### config.mk
export PLATFORM = sky130hd
export DESIGN_NAME = rr_burst_arbiter
export DESIGN_NICKNAME = d
export VERILOG_FILES = /design/src/rtl/rr_burst_arbiter.sv
export SDC_FILE = /design/constraint.sdc
export NUM_CORES = 1
export LEC_CHECK = 0
export ABC_AREA = 0
export BUFFER_PORTS_ARGS = -buffer_cell sky130_fd_sc_hd__buf_2
export CORE_MARGIN = 4
export CORE_UTILIZATION = 35
export DETAILED_ROUTE_END_ITERATION = 7
export PLACE_DENSITY = 0.92
export REMOVE_ABC_BUFFERS = 1
export SETUP_SLACK_MARGIN = 0.05
export SYNTH_ARGS = -nofsm -noshare
export SYNTH_HDL_FRONTEND = slang
export SYNTH_SLANG_ARGS = --single-unit
### constraint.sdc
create_clock -name clk -period 1.7 [get_ports clk]
set_input_delay 0.17 -clock clk [delete_from_list [all_inputs] [get_ports clk]]
set_output_delay 0.17 -clock clk [all_outputs]
set_load 0.02 [all_outputs]
### src/rtl/rr_burst_arbiter.sv
// Round-robin burst arbiter: N valid/ready requesters share one downstream port, locked per burst.
// Optional burst-length cap enabled by defining ARB_BURST_LIMIT_EN (caps bursts at MAX_BEATS beats).
module rr_burst_arbiter #(
  parameter int N         = 4,
  parameter int DW        = 32,
  parameter int MAX_BEATS = 8
) (
  input  logic                 clk,
  input  logic                 reset,
  input  logic [N-1:0]         req_valid_i,
  input  logic [N*DW-1:0]      req_data_i,
  input  logic [N-1:0]         req_last_i,
  output logic [N-1:0]         req_ready_o,
  output logic                 out_valid_o,
  output logic [DW-1:0]        out_data_o,
  output logic                 out_last_o,
  output logic [$clog2(N)-1:0] out_id_o,
  input  logic                 out_ready_i,
  output logic [N-1:0]         gnt_o,
  output logic                 busy_o
);

  localparam int IW = $clog2(N);

  if (N < 2 || MAX_BEATS < 1) begin : g_param_check
    $error("rr_burst_arbiter: N must be >= 2 and MAX_BEATS >= 1");
  end

  typedef enum logic {IDLE, BURST} state_t;

  state_t        state_q;
  logic [N-1:0]  mask_q;
  logic [N-1:0]  gnt_q;
  logic [IW-1:0] id_q;

  logic [N-1:0]  masked_req;
  logic [N-1:0]  mask_above;
  logic [IW-1:0] win_id;
  logic [DW-1:0] data_arr [N];
  logic          limit_hit;
  logic          beat;

  assign masked_req = req_valid_i & mask_q;

  // Lowest index of the masked set, falling back to the lowest valid requester.
  always_comb begin
    win_id = '0;
    if (|masked_req) begin
      for (int i = N - 1; i >= 0; i--) begin
        if (masked_req[i]) win_id = IW'(i);
      end
    end else begin
      for (int i = N - 1; i >= 0; i--) begin
        if (req_valid_i[i]) win_id = IW'(i);
      end
    end
  end

  for (genvar gi = 0; gi < N; gi++) begin : g_lane
    assign data_arr[gi]    = req_data_i[gi*DW +: DW];
    assign mask_above[gi]  = (IW'(gi) > id_q);
    assign req_ready_o[gi] = busy_o & gnt_q[gi] & out_ready_i;
  end

`ifdef ARB_BURST_LIMIT_EN
  localparam int CW = $clog2(MAX_BEATS + 1);
  logic [CW-1:0] beat_cnt_q;
  assign limit_hit = (beat_cnt_q == CW'(MAX_BEATS - 1));
`else
  assign limit_hit = 1'b0;
`endif

  assign busy_o      = (state_q == BURST);
  assign gnt_o       = gnt_q;
  assign out_id_o    = id_q;
  assign out_valid_o = busy_o & req_valid_i[id_q];
  assign out_last_o  = busy_o & (req_last_i[id_q] | limit_hit);
  assign out_data_o  = busy_o ? data_arr[id_q] : '0;
  assign beat        = out_valid_o & out_ready_i;

  always_ff @(posedge clk or posedge reset) begin
    if (reset) begin
      state_q    <= IDLE;
      mask_q     <= '1;
      gnt_q      <= '0;
      id_q       <= '0;
`ifdef ARB_BURST_LIMIT_EN
      beat_cnt_q <= '0;
`endif
    end else begin
      case (state_q)
        IDLE: begin
          if (|req_valid_i) begin
            state_q <= BURST;
            gnt_q   <= N'(1) << win_id;
            id_q    <= win_id;
          end
        end
        BURST: begin
          if (beat) begin
            if (out_last_o) begin
              // Pointer moves past the owner; id is cleared so it reads 0 while idle.
              state_q    <= IDLE;
              gnt_q      <= '0;
              id_q       <= '0;
              mask_q     <= mask_above;
`ifdef ARB_BURST_LIMIT_EN
              beat_cnt_q <= '0;
`endif
            end else begin
`ifdef ARB_BURST_LIMIT_EN
              beat_cnt_q <= beat_cnt_q + 1'b1;
`endif
            end
          end
        end
        default: state_q <= IDLE;
      endcase
    end
  end

endmodule

==> results of run 1 <==
[area by class of cell]
| cell class | instances | share of cell area |
|---|---|---|
| flip-flops and latches | 11 | 0.0978 |
| multi-input cells | 111 | 0.451 |
| inverters | 1 | 0.00130 |
| well taps | 52 | 0.0226 |
| clock buffers | 4 | 0.0157 |
| repair buffers | 203 | 0.411 |
[flip-flops by register name, summed over array words and instances, names as in the netlist]
register,count
busy_o,1
gnt_o,4
mask_q,4
out_id_o,2
[worst min path at each step]
stage / start / cells after the start / endpoint / slack (ns)
3_5_place_dp: reset / 2 / gnt_o[0]$_DFFE_PP0P_ / 0.18
2_1_floorplan: reset / 1 / busy_o$_DFF_PP0_ / 0.02
5_1_grt: out_ready_i / 4 / out_id_o[1]$_DFFE_PP0P_ / 0.40
4_1_cts: out_ready_i / 4 / gnt_o[1]$_DFFE_PP0P_ / 0.39
3_3_place_gp: reset / 2 / gnt_o[0]$_DFFE_PP0P_ / 0.18
6_report: out_ready_i / 4 / out_id_o[1]$_DFFE_PP0P_ / 0.39
[synthesized netlist by cell type]
cell	number
and2_1	35
mux4_2	29
nand2_1	10
dfrtp_1	7
and3_1	5
mux4_1	5
buf_2	4
clkbuf_1	4
dfstp_2	4
nand3_1	4
a21oi_1	3
a32o_1	3
buf_6	3
nor2_1	3
buf_4	2
o21ai_0	2
o31ai_1	2
a21o_1	1
a21o_2	1
a221oi_1	1
and2_4	1
inv_1	1
nand2b_1	1
nand4_1	1
nand4_2	1
o221ai_1	1
o2bb2ai_1	1
o311ai_0	1
[worst min-delay path: cells and delay by family]
family	cells	cell delay, ns
simple gates	3	0.29
buf+inv	1	0.14
[through the flow]
| stage | TNS, ns | hold slack [ns] | instances | util | worst slack, ns |
|---|---|---|---|---|---|
| floorplan | -41.56 | 0.0196 | 123 | - | -1.14 |
| global placement | 0 | 0.175 | 365 | 0.590 | 0.0430 |
| detailed placement | 0 | 0.180 | 365 | 0.590 | 0.00922 |
| CTS | -6.01 | 0.385 | 374 | 0.615 | -0.217 |
| global route | -8.78 | 0.405 | 382 | 0.652 | -0.272 |
| finish | -6.26 | 0.388 | 382 | 0.652 | -0.221 |
[cell usage in the layout, fill, tap and decap left out, types with 2 or more instances in the layout]
cell type	n
nand2_1	9
dfrtp_1	6
and2_1	27
a21oi_1	3
buf_2	176
clkbuf_16	2
o21ai_1	2
clkbuf_8	3
nand3_2	2
nor2_1	3
mux4_2	34
dfstp_2	4
and2_4	9
nand3_1	2
and3_1	5
buf_6	10
buf_4	12
a32o_1	3
buf_12	2
[kinds of logic after synthesis]
| group | Yosys count | share of synthesized area |
|---|---|---|
| compound gates | 16 | 0.0746 |
| mux | 34 | 0.482 |
| flops | 11 | 0.172 |
| buf+inv | 14 | 0.0538 |
| simple gates | 61 | 0.217 |
[routing by layer]
metal	global-route usage	part of all wire
met4	0.0699	0.023
met1	0.259	0.33
met3	0.0520	0.096
met5	0	0
met2	0.431	0.55
[power breakdown]
group          switching (mW)  leakage (nW)  total (mW)  internal (mW)
registers               0.127         0.130       0.515          0.389
logic                    1.72          1.30        3.54           1.82
clock network           0.104        0.0228       0.269          0.165
total                    1.95          1.46        4.32           2.37
[timing repair]
action                                  4_1_cts  5_1_grt
pin swaps                                     1        3
endpoints found under the setup margin       34       45
setup buffers                                 4        5
endpoints found under the hold margin         7        0
cloned                                        0        3
gates resized for setup                      14       24
hold buffers                                  1        0
==> results.md, run 1 <==
* Via density at 5.55
* DP Wirelength at 5.87 mm
* Total routed wirelength at 7.23 mm
* CTS tree: yes
* Setup crit end: out_data_o[18]
* Max_cap viols at 0
* Worst-Margin Slew at 0.561 ns
* Longest Clk Path Bufs at 2
* Tot GR Track Use at 0.231
* Pins Over Slew Limit at 0
* Worst Setup SP: out_id_o[0]$_DFFE_PP0P_
* Fin crit period at 1.92 ns
* Grt ovf at 0
* Initial Utilization at 0.368
* CTS sink cnt at 11
* Crit. End Element: output pin
* Multi-input gate area at 1300 µm²
* Post-Synthesis Cell Area at 1630 µm²
* Clk slew on worst S/H paths at 0.05 ns
* Max Fclk at 521 MHz
* WL/cell at 18.9 µm
* R2R cell count at 7
* CP required at 1.53 ns
* Area grow syn2layout at 76.9%
* Final setup margin at -0.221 ns
* Die height at 76.2 µm
* Final setup violation count at 43
* Yosys top cell by area: mux4_2
* Layout cell share with drive strength beyond 1 at 0.791
* Ys Warns at 0
* Cells along the critical path: buf_4 > buf_12 > mux4_2 > and2_1 > buf_2
* Largest net degree at the start of global routing at 23
* Crit path buffers/inverters at 3
* I/O pins at 184
* Worst clock skew at 0.00311 ns
* Critical Path Max Stage Delay at 0.49 ns
* Number of CTS-inserted buffers at 3
* Filler cells at 338
* Via count at 2122
* Cell family with most CP delay: multiplexers
* Critical path launch point type: flip-flop
* Data arrival, critical path at 1.75 ns
* Routed Antenna Nets at 0
* RSZ-0062 raised after global routing: yes
* Fin. Hold Viols at 0
* Total iterations of the first detailed-routing run at 4
* Leak pwr at 1.46 nW
* Synthesis-stage register bit count at 11
* First-pass GRT wire length at 11.0 mm
* Area post-placement at 2600 µm²
* Rel. slew slack at 0.621
* Port-buffer cells at 183
* Vias in the first global route at 2200
* Seq. cell area at 282 µm²
* Yosys cell types at 28
* Slowest-stage cell, CP: mux4_2
* Clk Latency, worst-skew pair at 0.24 ns
* Inserted Diodes at 0
* Nets at 470
* Die W at 76.2 µm
* Final Power at 4.32 mW
* R2R Setup Slk at -0.16 ns
* Fin area at 2880 µm²
* Setup Crit Path Kind: flip-flop to output pin
* Critical path depth at 5
* DIE AREA at 5800 µm²
* Max FO, Critical Path at 5
* FP Rows at 24
* DRC viols at 0
* IR drop worst, VDD at 0.000769 V
* Critical R2R Launch: out_id_o[0]$_DFFE_PP0P_
* Clock root buffer: clkbuf_8
* Reg2reg end: gnt_o[0]$_DFFE_PP0P_
* GP Congestion at 0.880
* Average cell area after synthesis at 12.0 µm²
* Top cell type's share of synthesized area at 0.402
* Hold Crit Class: input port to flip-flop
* Initial drt markers at 89
* Violated checks: setup timing
* Sequential area share after synthesis at 0.172
* Pwr dens at 1500 nW/µm²
* Initial antenna violation count at 0
* H-tree levels at 1
* Status: finished, violations left
* Core ar. at 4410 µm²
* Synth area leaders: mux4_2 (40%), and2_1 (13%), dfrtp_1 (11%), mux4_1 (8.1%), dfstp_2 (6.5%)
* Gate Count Post-Synth at 136
* Final period utilization at 1.13
Power figures use the tool's default switching activity.
==> inputs of run 2 (changes only) <==
--- a/config.mk
+++ b/config.mk
@@ -9,6 +9,7 @@
 export BUFFER_PORTS_ARGS = -buffer_cell sky130_fd_sc_hd__buf_2
 export CORE_MARGIN = 4
 export CORE_UTILIZATION = 35
+export CTS_BUF_LIST = sky130_fd_sc_hd__clkbuf_16
 export DETAILED_ROUTE_END_ITERATION = 7
 export PLACE_DENSITY = 0.92
 export REMOVE_ABC_BUFFERS = 1
==> constraint.sdc (replaced) <==
create_clock -name clk -period 1.9 [get_ports clk]
set_input_delay 0.19 -clock clk [delete_from_list [all_inputs] [get_ports clk]]
set_output_delay 0.19 -clock clk [all_outputs]
set_load 0.02 [all_outputs]
==> results.md, run 2 (synthesis gave the netlist of run 1 again) <==
* DIE AREA at 5800 µm²
* Finished Layout Cells at 370
* Layout cell share with drive strength beyond 1 at 0.827
* Crit. End Element: output pin
* Inserted Diodes at 0
* Worst hold slack at 0.427 ns
* Leak pwr at 1.47 nW
* DRC viols at 0
* Violated checks: setup timing
* Rel. slew slack at 0.609
* Critical path launch point type: flip-flop
* Area grow syn2layout at 78.9%
* Crit path buffers/inverters at 2
* Die height at 76.2 µm
* Initial antenna violation count at 0
* Critical Path Max Stage Delay at 0.52 ns
* Initial Utilization at 0.368
* FP Rows at 24
* Total iterations of the first detailed-routing run at 4
* CTS sink cnt at 11
* Pre-CTS worst setup slack at 0.230 ns
* Largest net degree at the start of global routing at 22
* Routed Antenna Nets at 0
* Die W at 76.2 µm
* Cell family with most CP delay: multiplexers
* Core ar. at 4410 µm²
* RSZ-0062 raised after global routing: yes
* Leading cell types in the layout, fill and taps excluded: buf_2 (156), mux4_2 (34), and2_4 (28)
* Hold Crit Class: input port to flip-flop
* Post-CTS setup buffers at 0
* Data arrival, critical path at 1.72 ns
* GP Congestion at 0.916
* Clock root buffer: clkbuf_16
* DP Wirelength at 5.88 mm
* DP Cell Count at 365
* Via density at 5.66
* Clk Latency, worst-skew pair at 0.24 ns
* Max_cap viols at 0
* Slowest-stage cell, CP: mux4_2
* Commonest non-fill, non-tap cell in the layout: buf_2
* Final Power at 4.28 mW
* Total routed wirelength at 7.39 mm
* CTS tree: yes
* Pins Over Slew Limit at 0
* Fin crit period at 1.91 ns
* Setup Crit Path Kind: flip-flop to output pin
* WL/cell at 20.0 µm
* Status: finished, violations left
* Grt ovf at 0
* H-tree levels at 1
* Vias in the first global route at 2254
* Number of CTS-inserted buffers at 3
* IR drop worst, VDD at 0.000658 V
* CP required at 1.71 ns
* Critical path depth at 4
* Cells along the critical path: buf_12 > mux4_2 > and2_1 > buf_2
* R2R cell count at 4
* Clk slew on worst S/H paths at 0.04 ns
* Max Fclk at 525 MHz
* Worst clock skew at 0.00369 ns
* I/O pins at 184
* Via count at 2096
* Longest Clk Path Bufs at 2
* Final period utilization at 1.00
* Port-buffer cells at 183
* Pwr dens at 1470 nW/µm²
* Final setup margin at -0.00543 ns
* Fin. Hold Viols at 0
* Max FO, Critical Path at 21
* Worst-Margin Slew at 0.587 ns
* First-pass GRT wire length at 11.6 mm
* Hold path depth at 4
* Nets at 458
* Tot GR Track Use at 0.247
* Final setup violation count at 1
* Initial drt markers at 89
## run 2: final timing paths
| path | end | slack (ns) | startpoint |
|---|---|---|---|
| setup / recovery | out_data_o[1] | -0.005 | out_id_o[0]$_DFFE_PP0P_ |
| hold / removal | mask_q[1]$_DFFE_PP1P_ | 0.43 | out_ready_i |
| setup reg to reg | out_id_o[0]$_DFFE_PP0P_ | 0.19 | mask_q[2]$_DFFE_PP1P_ |
| hold reg to reg | mask_q[1]$_DFFE_PP1P_ | 0.49 | mask_q[1]$_DFFE_PP1P_ |
| max in group asynchronous | mask_q[1]$_DFFE_PP1P_ | 1.04 | reset |
| min in group asynchronous | gnt_o[2]$_DFFE_PP0P_ | 0.52 | reset |
## run 2: repair_timing
| item | 4_1_cts | 5_1_grt |
|---|---|---|
| hold endpoints to repair | 7 | 0 |
| hold buffers | 1 | 0 |
| gates resized for setup | 63 | 23 |
| endpoints found under the setup margin | 30 | 33 |
| pin swaps | 7 | 0 |
## run 2: metrics by stage
stage | utilization | cell area (µm²) | TNS (ns)
after floorplan | - | 1540 | -33.22
after global placement | 0.590 | 2600 | 0
after detailed placement | 0.590 | 2600 | 0
after CTS | 0.644 | 2840 | -0.0208
after global routing | 0.659 | 2910 | -0.617
final | 0.659 | 2910 | -0.00543
## run 2: report_power, final
part           switching [mW]  internal, mW  leakage, nW
clock                   0.111         0.279       0.0409
combinational            1.56          1.86         1.30
sequential              0.125         0.348        0.130
total                    1.79          2.48         1.47
## run 2: area by class of cell
| class | count | area (µm²) |
|---|---|---|
| well taps | 52 | 65.1 |
| clock inverters | 1 | 5.00 |
| multi-input cells | 111 | 1310 |
| flip-flops and latches | 11 | 282 |
| inverters | 1 | 3.75 |
| fillers | 341 | 1500 |
| clock buffers | 3 | 75.1 |
| repair buffers | 191 | 1170 |
## run 2: layer usage
layer  global-route usage  up-vias  routed length (µm)
met3               0.0579       23                 661
met2                0.472      161                3950
met1                0.268     1005                2590
met4               0.0664        0                 184
met5                    0        -                   0
li1                     -      907                   -
## run 2: worst register-to-register path, delay by kind of cell (launching register included)
kind            cells  cell delay [ns]
flops               1             0.55
simple gates        1             0.07
compound gates      3             0.94
==> inputs of run 3 (changes only) <==
==> constraint.sdc (replaced) <==
create_clock -name clk -period 1.9 [get_ports clk]
set_input_delay 0 -clock clk [delete_from_list [all_inputs] [get_ports clk]]
set_output_delay 0 -clock clk [all_outputs]
set_load 0.02 [all_outputs]
==> results.md, run 3 (synthesis gave the netlist of run 1 again) <==
* Status: complete, no violations
* Reg power frac at 0.131
* DP Wirelength at 5.56 mm
* CTS sink cnt at 11
* Power share of the clock group at 0.110
* Combinational power share at 0.759
* Max FO, Critical Path at 22
* Pins Over Slew Limit at 0
* Initial drt markers at 58
* Clk Latency, worst-skew pair at 0.24 ns
* Setup crit end: out_data_o[25]
* Leak pwr at 1.38 nW
* Int Pwr at 1.87 mW
* CP required at 1.90 ns
* Worst-Margin Slew at 0.563 ns
* Hold Crit Class: input port to flip-flop
* Switch Pwr at 1.61 mW
* Worst clock skew at 0.00187 ns
* First-pass GRT wire length at 10.5 mm
* Tot GR Track Use at 0.220
* DRC viols at 0
* RSZ-0062 raised after global routing: no
* CTS tree: yes
* Via density at 5.44
* Longest Clk Path Bufs at 2
* Rel. slew slack at 0.620
* Pwr dens at 1300 nW/µm²
* Number of CTS-inserted buffers at 3
* Nets at 456
* Layout cell share with drive strength beyond 1 at 0.722
* Largest net degree at the start of global routing at 38
* Reg2reg end: gnt_o[0]$_DFFE_PP0P_
* Routed Antenna Nets at 0
* H-tree levels at 1
* Crit. End Element: output pin
* Fin. Hold Viols at 0
* Final setup margin at 0.138 ns
* DIE AREA at 5800 µm²
* Total iterations of the first detailed-routing run at 5
* Vias in the first global route at 2056
* Final setup violation count at 0
* IR drop worst, VDD at 0.000734 V
* Area grow syn2layout at 64.4%
* Utilization after layout at 0.606
* Leading cell types in the layout, fill and taps excluded: buf_2 (183), and2_1 (35), mux4_2 (29)
* Sw frac at 0.461
* FP Rows at 24
* Fin crit period at 1.76 ns
* Setup Crit Path Kind: flip-flop to output pin
* Via count at 2009
* R2R cell count at 4
* Pre-CTS worst setup slack at 0.242 ns
* Critical path launch point type: flip-flop
* Finished Layout Cells at 369
* GP Congestion at 0.886
* Die W at 76.2 µm
* Commonest non-fill, non-tap cell in the layout: buf_2
* Clock root buffer: clkbuf_16
* Max Fclk at 567 MHz
* Worst Setup SP: out_id_o[0]$_DFFE_PP0P_
* Critical R2R Launch: out_id_o[0]$_DFFE_PP0P_
* Final period utilization at 0.927
* Data arrival, critical path at 1.76 ns
* Clk slew on worst S/H paths at 0.04 ns
* I/O pins at 184
* Max_cap viols at 0
* Grt ovf at 0
* Total routed wirelength at 6.62 mm
* Die height at 76.2 µm
* WL/cell at 17.9 µm
* Initial antenna violation count at 1
* Initial Utilization at 0.368
* DP Cell Count at 363
* Port-buffer cells at 183
* Core ar. at 4410 µm²
* R2R Setup Slk at 0.20 ns
==> run 3: cell count changes in the layout (fill, tap and decap cells not counted), sizes merged <==
cell    delta
inv        +1
clkinv     -1
diode      +1
buf        -2
==> run 3: area by class of cell <==
cell class                      instances  area [µm²]
Tap cell                               52        65.1
Clock buffer                            3        75.1
Inverter                                1        3.75
Clock inverter                          1        3.75
Antenna cell                            1        2.50
Timing Repair Buffer                  189         983
Sequential cell                        11         282
Multi-Input combinational cell        111        1260
Fill cell                             373        1740
==> run 3: power by group through the flow <==
stage          clock, mW  combinational (mW)  sequential, mW
3_3_place_gp           0                2.59           0.441
2_1_floorplan          0                1.55           0.692
4_1_cts            0.389                2.65           0.450
3_5_place_dp           0                2.64           0.451
6_report           0.381                2.64           0.457
5_1_grt            0.400                2.86           0.474
==> run 3: worst min-delay path by stage <==
| stage | from | end | depth (start not counted) |
|---|---|---|---|
| 2_1_floorplan | reset | busy_o$_DFF_PP0_ | 1 |
| 3_3_place_gp | reset | gnt_o[0]$_DFFE_PP0P_ | 2 |
| 3_5_place_dp | reset | gnt_o[2]$_DFFE_PP0P_ | 2 |
| 4_1_cts | out_ready_i | mask_q[1]$_DFFE_PP1P_ | 3 |
| 5_1_grt | out_ready_i | mask_q[1]$_DFFE_PP1P_ | 3 |
| 6_report | out_ready_i | mask_q[1]$_DFFE_PP1P_ | 3 |
==> run 3: worst max-delay path, stage by stage (launching register included) <==
cell and delay (ns):
dfrtp_2 0.42, buf_12 0.20, mux4_1 0.56, and2_1 0.16
buf_2 0.15
==> run 3: metal layers <==
metal	track usage	routed length, µm	vias up
li1	-	-	909
met1	0.250	2280	945
met2	0.408	3530	143
met3	0.0603	705	12
met4	0.0472	110	0
met5	0	0	-
==> run 3: repair_timing <==
action,CTS,global route
gates resized for setup,1,4
hold endpoints to repair,7,0
hold buffers,1,0
setup endpoints to repair,18,31
setup buffers,0,0
==> run 3: stage by stage <==
stage / instance area (µm²) / hold slack [ns] / TNS (ns) / power [mW]
2_1_floorplan: 1540 / -0.150 / -26.76 / 2.24
4_1_cts: 2660 / 0.215 / 0 / 3.49
3_3_place_gp: 2560 / 0.00457 / 0 / 3.03
6_report: 2670 / 0.228 / 0 / 3.48
5_1_grt: 2670 / 0.267 / 0 / 3.73
3_5_place_dp: 2560 / 0.0210 / 0 / 3.09
